$ cat src/rtl/hd_rst_seq.sv
// hd_rst_seq: synchronised, staggered multi-channel reset release plus RUN-phase clk_en divider; no backpressure.
// Define HD_RST_SEQ_CNT_EN to add the saturating sw_rst_cnt output.
module hd_rst_seq #(
  parameter int NUM_CH         = 4,
  parameter int SYNC_STAGES    = 2,
  parameter int HOLD_CYCLES    = 4,
  parameter int STAGGER_CYCLES = 2,
  parameter int CNT_W          = 8,
  parameter int DIV_W          = 4
) (
  input  logic              clkin,
  input  logic              rstin,
  input  logic              sw_rst_req,
  input  logic [DIV_W-1:0]  div_ratio,
  output logic [NUM_CH-1:0] rstout,
  output logic              sw_rst_ack,
  output logic              clk_en,
  output logic              seq_done
`ifdef HD_RST_SEQ_CNT_EN
  ,
  output logic [7:0]        sw_rst_cnt
`endif
);

  typedef enum logic [1:0] {SYNC, HOLD, RELEASE, RUN} state_t;

  localparam logic [CNT_W-1:0]  HOLD_LAST = CNT_W'(HOLD_CYCLES - 1);
  localparam logic [CNT_W-1:0]  STAG_LAST = CNT_W'((STAGGER_CYCLES > 0) ? STAGGER_CYCLES - 1 : 0);
  localparam logic [NUM_CH-1:0] REL_FIRST = (STAGGER_CYCLES == 0) ? {NUM_CH{1'b1}} : NUM_CH'(1);

  state_t              state;
  logic [CNT_W-1:0]    cnt;
  logic [SYNC_STAGES-1:0] sync_q;
  logic                sync_out;
  logic                sw_q;
  logic                sw_edge;
  logic                start_rel;
  logic [NUM_CH-1:0]   rel_next;
  logic [DIV_W-1:0]    div_lat;
  logic [DIV_W-1:0]    div_cnt;
  logic [DIV_W-1:0]    div_nxt;

  // Deassertion-only synchroniser: assertion is asynchronous through the flop reset.
  always_ff @(posedge clkin or negedge rstin) begin
    if (!rstin) begin
      sync_q <= '0;
    end else begin
      sync_q <= {sync_q[SYNC_STAGES-2:0], 1'b1};
    end
  end

  assign sync_out = sync_q[SYNC_STAGES-1];
  assign sw_edge  = sw_rst_req & ~sw_q;
  assign rel_next = (rstout << 1) | NUM_CH'(1);
  assign div_nxt  = (div_cnt == div_lat - DIV_W'(1)) ? '0 : div_cnt + DIV_W'(1);

  // The SYNC->HOLD edge already counts as the first hold cycle, so HOLD_CYCLES==1 releases from SYNC.
  always_comb begin
    start_rel = 1'b0;
    if (state == SYNC && sync_out && HOLD_CYCLES == 1)
      start_rel = 1'b1;
    else if (state == HOLD && cnt == HOLD_LAST)
      start_rel = 1'b1;
  end

  always_ff @(posedge clkin or negedge rstin) begin
    if (!rstin) begin
      state      <= SYNC;
      cnt        <= '0;
      rstout     <= '0;
      sw_rst_ack <= 1'b0;
      clk_en     <= 1'b0;
      seq_done   <= 1'b0;
      div_lat    <= '0;
      div_cnt    <= '0;
      sw_q       <= 1'b0;
    end else begin
      sw_q       <= sw_rst_req;
      sw_rst_ack <= 1'b0;
      if (sw_edge && state != SYNC) begin
        state      <= HOLD;
        cnt        <= '0;
        rstout     <= '0;
        seq_done   <= 1'b0;
        clk_en     <= 1'b0;
        sw_rst_ack <= 1'b1;
      end else if (start_rel) begin
        rstout <= REL_FIRST;
        cnt    <= '0;
        if (&REL_FIRST) begin
          state    <= RUN;
          seq_done <= 1'b1;
          clk_en   <= 1'b1;
          div_lat  <= div_ratio;
          div_cnt  <= '0;
        end else begin
          state <= RELEASE;
        end
      end else begin
        case (state)
          SYNC: begin
            if (sync_out) begin
              state <= HOLD;
              cnt   <= CNT_W'(1);
            end
          end
          HOLD: begin
            cnt <= cnt + CNT_W'(1);
          end
          RELEASE: begin
            if (cnt == STAG_LAST) begin
              rstout <= rel_next;
              cnt    <= '0;
              if (&rel_next) begin
                state    <= RUN;
                seq_done <= 1'b1;
                clk_en   <= 1'b1;
                div_lat  <= div_ratio;
                div_cnt  <= '0;
              end
            end else begin
              cnt <= cnt + CNT_W'(1);
            end
          end
          RUN: begin
            if (div_lat <= DIV_W'(1)) begin
              clk_en <= 1'b1;
            end else begin
              div_cnt <= div_nxt;
              clk_en  <= (div_nxt == '0);
            end
          end
          default: state <= SYNC;
        endcase
      end
    end
  end

`ifdef HD_RST_SEQ_CNT_EN
  always_ff @(posedge clkin or negedge rstin) begin
    if (!rstin) begin
      sw_rst_cnt <= '0;
    end else if (sw_rst_ack && sw_rst_cnt != 8'hff) begin
      sw_rst_cnt <= sw_rst_cnt + 8'd1;
    end
  end
`endif

endmodule

$ cat config.mk
export PLATFORM = sky130hd
export DESIGN_NAME = hd_rst_seq
export DESIGN_NICKNAME = d
export VERILOG_FILES = /design/src/rtl/hd_rst_seq.sv
export SDC_FILE = /design/constraint.sdc
export NUM_CORES = 1
export LEC_CHECK = 0
export ABC_AREA = 1
export CORE_ASPECT_RATIO = 0.8
export CORE_MARGIN = 10
export CORE_UTILIZATION = 55
export CTS_CLUSTER_SIZE = 40
export DETAILED_ROUTE_END_ITERATION = 10
export HOLD_SLACK_MARGIN = 0.06
export MAX_ROUTING_LAYER = met4
export PLACE_DENSITY = 0.8
export SKIP_LAST_GASP = 1
export SYNTH_ARGS = -nofsm -noshare
export SYNTH_HDL_FRONTEND = slang
export SYNTH_SLANG_ARGS = --single-unit
$ cat constraint.sdc
create_clock -name clkin -period 3 [get_ports clkin]
set_input_delay 0.9 -clock clkin [delete_from_list [all_inputs] [get_ports clkin]]
set_output_delay 0.9 -clock clkin [all_outputs]
set_load 0.02 [all_outputs]
After elaboration in Yosys (flattened, before gate mapping) --
Cells that the tools add are included.
Storage, ports and cells: memory bits (read-only) 0, memories kept 0, bits in latches 0, flip-flop bits (word level) 28, word-level logic and storage cells 86, output and inout bits 7, bits in writable memories 0
Operators by class: reduce and logical (&&, ||, !) cells 22, multiply operators 0, mux-type cells 31, eq/ne operators 15, div/mod/pow operators 0, bitwise operators 4, add/sub/neg operators 3, shift operators 0, order comparisons 1
Operators by type and width (number):
- $mux 4 | 8
- $mux 8 | 4
- $pmux 8 s3 | 1
- $reduce_and 4->1 | 3
- $mux 1 | 10
- $mux 2 | 5
- $reduce_bool 2->1 | 5
- $reduce_bool 3->1 | 3
- $add 8x1->8 const B | 1
- $eq 8x1->1 const B | 1
- $eq 8x2->1 const B | 1
- $ne 4x4->1 const B | 2
- $pmux 4 s2 | 1
- $reduce_and 7->1 | 1
- $ne 2x2->1 const B | 3
- $ne 3x3->1 const B | 2
- $reduce_and 6->1 | 1
- $reduce_bool 5->1 | 1
- $add 4x1->4 const B | 1
- $eq 2x2->1 const B | 2
- $eq 4x4->1 | 1
- $le 4x1->1 const B | 1
- $logic_not 4->1 | 1
- $ne 4x3->1 const B | 1
- 12 further kinds | 16

Longest topological paths before layout --
depth in word-level cells 8, mapped depth 12

Worst setup path after synthesis --
OpenSTA, ideal clock, no wires.
path type input-to-reg, start in sw_rst_req, end reg state[0], arrival 1.738 ns, slack 1.146 ns, stages on the path 9, setup time 0.117 ns, path through inv_1 > nor2_1 > nand2_1 > nand2_2 > inv_2 > nand2_1 > nand2_1 > nand2_1 > nand2_1
On the way: word-level cells in the longest chain between the ends 4, elaborated cells on any way between the ends 8
RTL lines:
- start, declared | RTL line 13 | input logic sw_rst_req,
- $and 1x1->1 * | RTL line 53 | assign sw_edge = sw_rst_req & ~sw_q;
- $logic_and 1x1->1 * | RTL line 80 | if (sw_edge && state != SYNC) begin
- $ne 4x4->1 (no line) (tied with other cells)
- $reduce_and 4->1 (no line)
- end signal, assigned | RTL line 68 | state <= SYNC;
- end signal, assigned | RTL line 81 | state <= HOLD;
- end signal, assigned | RTL line 91 | state <= RUN;
- end, declared | RTL line 31 | state_t state;
Mark *: on every way between the ends. The rest lies on a longest branch, timed or not. A chain may end at the register's enable or synchronous reset.

Final worst setup path --
start reg rstout[0], end out rstout[0]
RTL lines:
- start, declared | RTL line 15 | output logic [NUM_CH-1:0] rstout,
- start signal, assigned | RTL line 112 | rstout <= rel_next;
No word-level cell between the ends.

==> results.json <==
{
  "synthesis.nets": 254,
  "synth_compound_area_frac": 0.0751,
  "drc": 0,
  "status": "complete, no violations",
  "cts_setup_buffers": 0,
  "clock_path_buffers": 2,
  "hold_buffers": 0,
  "routed_wl_um": 3430,
  "grt_antenna_before_repair": 0,
  "cts_root_buf": "clkbuf_8",
  "overflow": 0,
  "die_y_um": 70.5,
  "areaGrowthSynthToFinish_pct": 14.6,
  "place_inst": 291,
  "portBuffers": 13,
  "synth_area_mm2": 0.00175,
  "numCtsBuffers": 3,
  "grt_max_degree": 29,
  "hold_path.class": "flip-flop to flip-flop",
  "synth_xor_area_frac": 0.0300,
  "fmax_mhz": 448,
  "slowest_stage": "clkdlybuf4s50_1",
  "dr.pass1.iters": 4,
  "die_area_mm2": 0.00585,
  "cts_max_level": 1,
  "synth_top_family_by_area": "simple AND/OR/NAND/NOR gates",
  "drive_gt1_frac": 0.0863,
  "synth_seq_cells": 28,
  "path_class": "flip-flop to output pin",
  "synth.distinct_cells": 25,
  "core_area_mm2": 0.00306,
  "grt_pass1_wl_um": 6230,
  "fin_setup_tns_ns": 0,
  "num_vias": 1486,
  "finalCritPeriodShare": 0.744,
  "holdWs_ns": 0.356,
  "layout.nets": 273,
  "cp_data_required_time_ns": 2.10,
  "synth.avg_cell_area_um2": 7.39,
  "clkLatencyLatePin_ns": 0.28,
  "rows": 18,
  "dp_hpwl_um": 2680,
  "p_leak_nw": 1.02,
  "synth-warning-count": 0,
  "synth-simple-area-share": 0.333,
  "synth.area.mux_share": 0,
  "place.gp.congestion": 0.888,
  "vias_per_cell": 5.04,
  "synthCells": 237,
  "cp_top_family": "buffers and inverters",
  "drt_iter0_markers": 98,
  "peakVddDrop_mv": 0.422,
  "rsz0062_at_grt": "false",
  "instances_no_fill": 295,
  "critPathMaxStageDelay_ns": 0.63,
  "io_pins": 14,
  "maxSlewViolCount": 0,
  "crit_chain": "clkdlybuf4s50_1",
  "cts_resized": 0,
  "setup_slack_ns": 0.767,
  "clkTransAtPathRegs_ns": 0.10,
  "period_needed_ns": 2.23,
  "start_util": 0.571,
  "cp_num_buf_inv": 1,
  "synth-adder-area-share": 0.0715,
  "synth_seq_area_share": 0.400,
  "p_per_area_mw_per_mm2": 679,
  "pre_cts_ws_ns": 0.646,
  "ant_nets": 0,
  "cp_max_fo": 4,
  "drv_cap": 0,
  "crit_path_end_kind": "output pin",
  "hold_viol": 0,
  "die_x_um": 83.1,
  "setup_viol_count_final": 0,
  "grt_use_total": 0.128,
  "cp-start-kind": "flip-flop",
  "wl_per_cell_um": 11.6,
  "cts.sinks": 28,
  "clock_skew_ns": 0.0104,
  "cts_tree": "done",
  "diodes": 0,
  "critPathArrivalTime_ns": 1.33,
  "first_global_vias": 1413
}
[worst paths after layout]
check / endpoint / slack, ns / from / depth (start not counted)
setup / recovery: rstout[0] / 0.77 / rstout[0] / 1
hold / removal: sync_q[1] / 0.36 / sync_q[0] / 0
setup reg to reg: cnt[3] / 1.13 / state[1] / 9
hold reg to reg: sync_q[1] / 0.36 / sync_q[0] / 0
max in group asynchronous: div_lat[0] / 1.76 / rstin / 2
min in group asynchronous: state[1] / 0.98 / rstin / 2
[synthesized netlist by cell type]
library cell / instances / area share
nand2_1: 78 / 0.17
inv_1: 34 / 0.073
dfrtp_1: 28 / 0.40
nor2_1: 16 / 0.034
nand3_1: 14 / 0.040
ha_1: 10 / 0.071
o21ai_1: 9 / 0.026
o21ai_0: 7 / 0.020
a21oi_1: 6 / 0.017
nand4_1: 6 / 0.021
inv_2: 4 / 0.0086
xor2_1: 4 / 0.020
nor2_2: 3 / 0.011
nand2_2: 2 / 0.0071
nand3_2: 2 / 0.011
nor2_4: 2 / 0.013
nor3_1: 2 / 0.0057
o31ai_1: 2 / 0.0086
xnor2_1: 2 / 0.010
buf_6: 1 / 0.0064
conb_1: 1 / 0.0021
nand4_2: 1 / 0.0071
nor3_2: 1 / 0.0057
nor3_4: 1 / 0.0093
o22ai_1: 1 / 0.0036
[stage by stage]
step                 util  power [W]  instance area (um^2)
global route        0.655    0.00149                  2010
detailed placement  0.632    0.00107                  1930
finish              0.655    0.00136                  2010
global placement    0.632    0.00105                  1930
floorplan               -   0.000937                  1750
CTS                 0.655    0.00137                  2010
[area by class of cell]
| cell class | count | area, um^2 |
|---|---|---|
| inverters | 38 | 143 |
| multi-input cells | 170 | 896 |
| well taps | 40 | 50.0 |
| flip-flops and latches | 28 | 701 |
| fillers | 276 | 1060 |
| clock inverters | 1 | 30.0 |
| clock buffers | 3 | 41.3 |
| repair buffers | 15 | 145 |
[logic make-up after synthesis]
group / count (synthesis)
other: 1
buffers and inverters: 39
xor gates and xnor gates: 6
adders and majority gates: 10
and+or+nand+nor: 128
AOI/OAI and AO/OA: 25
DFF: 28
[cells in the final DEF (no fill, tap or decap), drive strengths merged]
cell type	instances
conb	1
nand2	80
o31ai	2
xnor2	2
bufinv	1
a21oi	6
nand4	7
nor2	21
clkdlybuf4s50	13
o22ai	1
clkbuf	3
ha	10
dfrtp	28
o21ai	16
nand3	16
buf	2
nor3	4
inv	38
xor2	4
[power breakdown]
group	switching [W]	internal (W)	leakage, nW
clock network	0.000118	0.000179	0.0357
registers	0.0000588	0.000429	0.354
logic	0.000379	0.000198	0.630
[registers in the layout, summed over array words and instances, names as in the netlist, 2 cells and up]
register and count:
div_cnt 4, div_lat 4, cnt 8, sync_q 2
rstout 4, state 2
[metal layers]
layer  GRT usage  wire length [um]  vias up
met4      0.0509                55        0
met1       0.157              1710      664
met3      0.0336               203        5
li1            -                 -      779
met5           -                 0        -
met2       0.195              1460       38
Power figures use the tool's default switching activity.
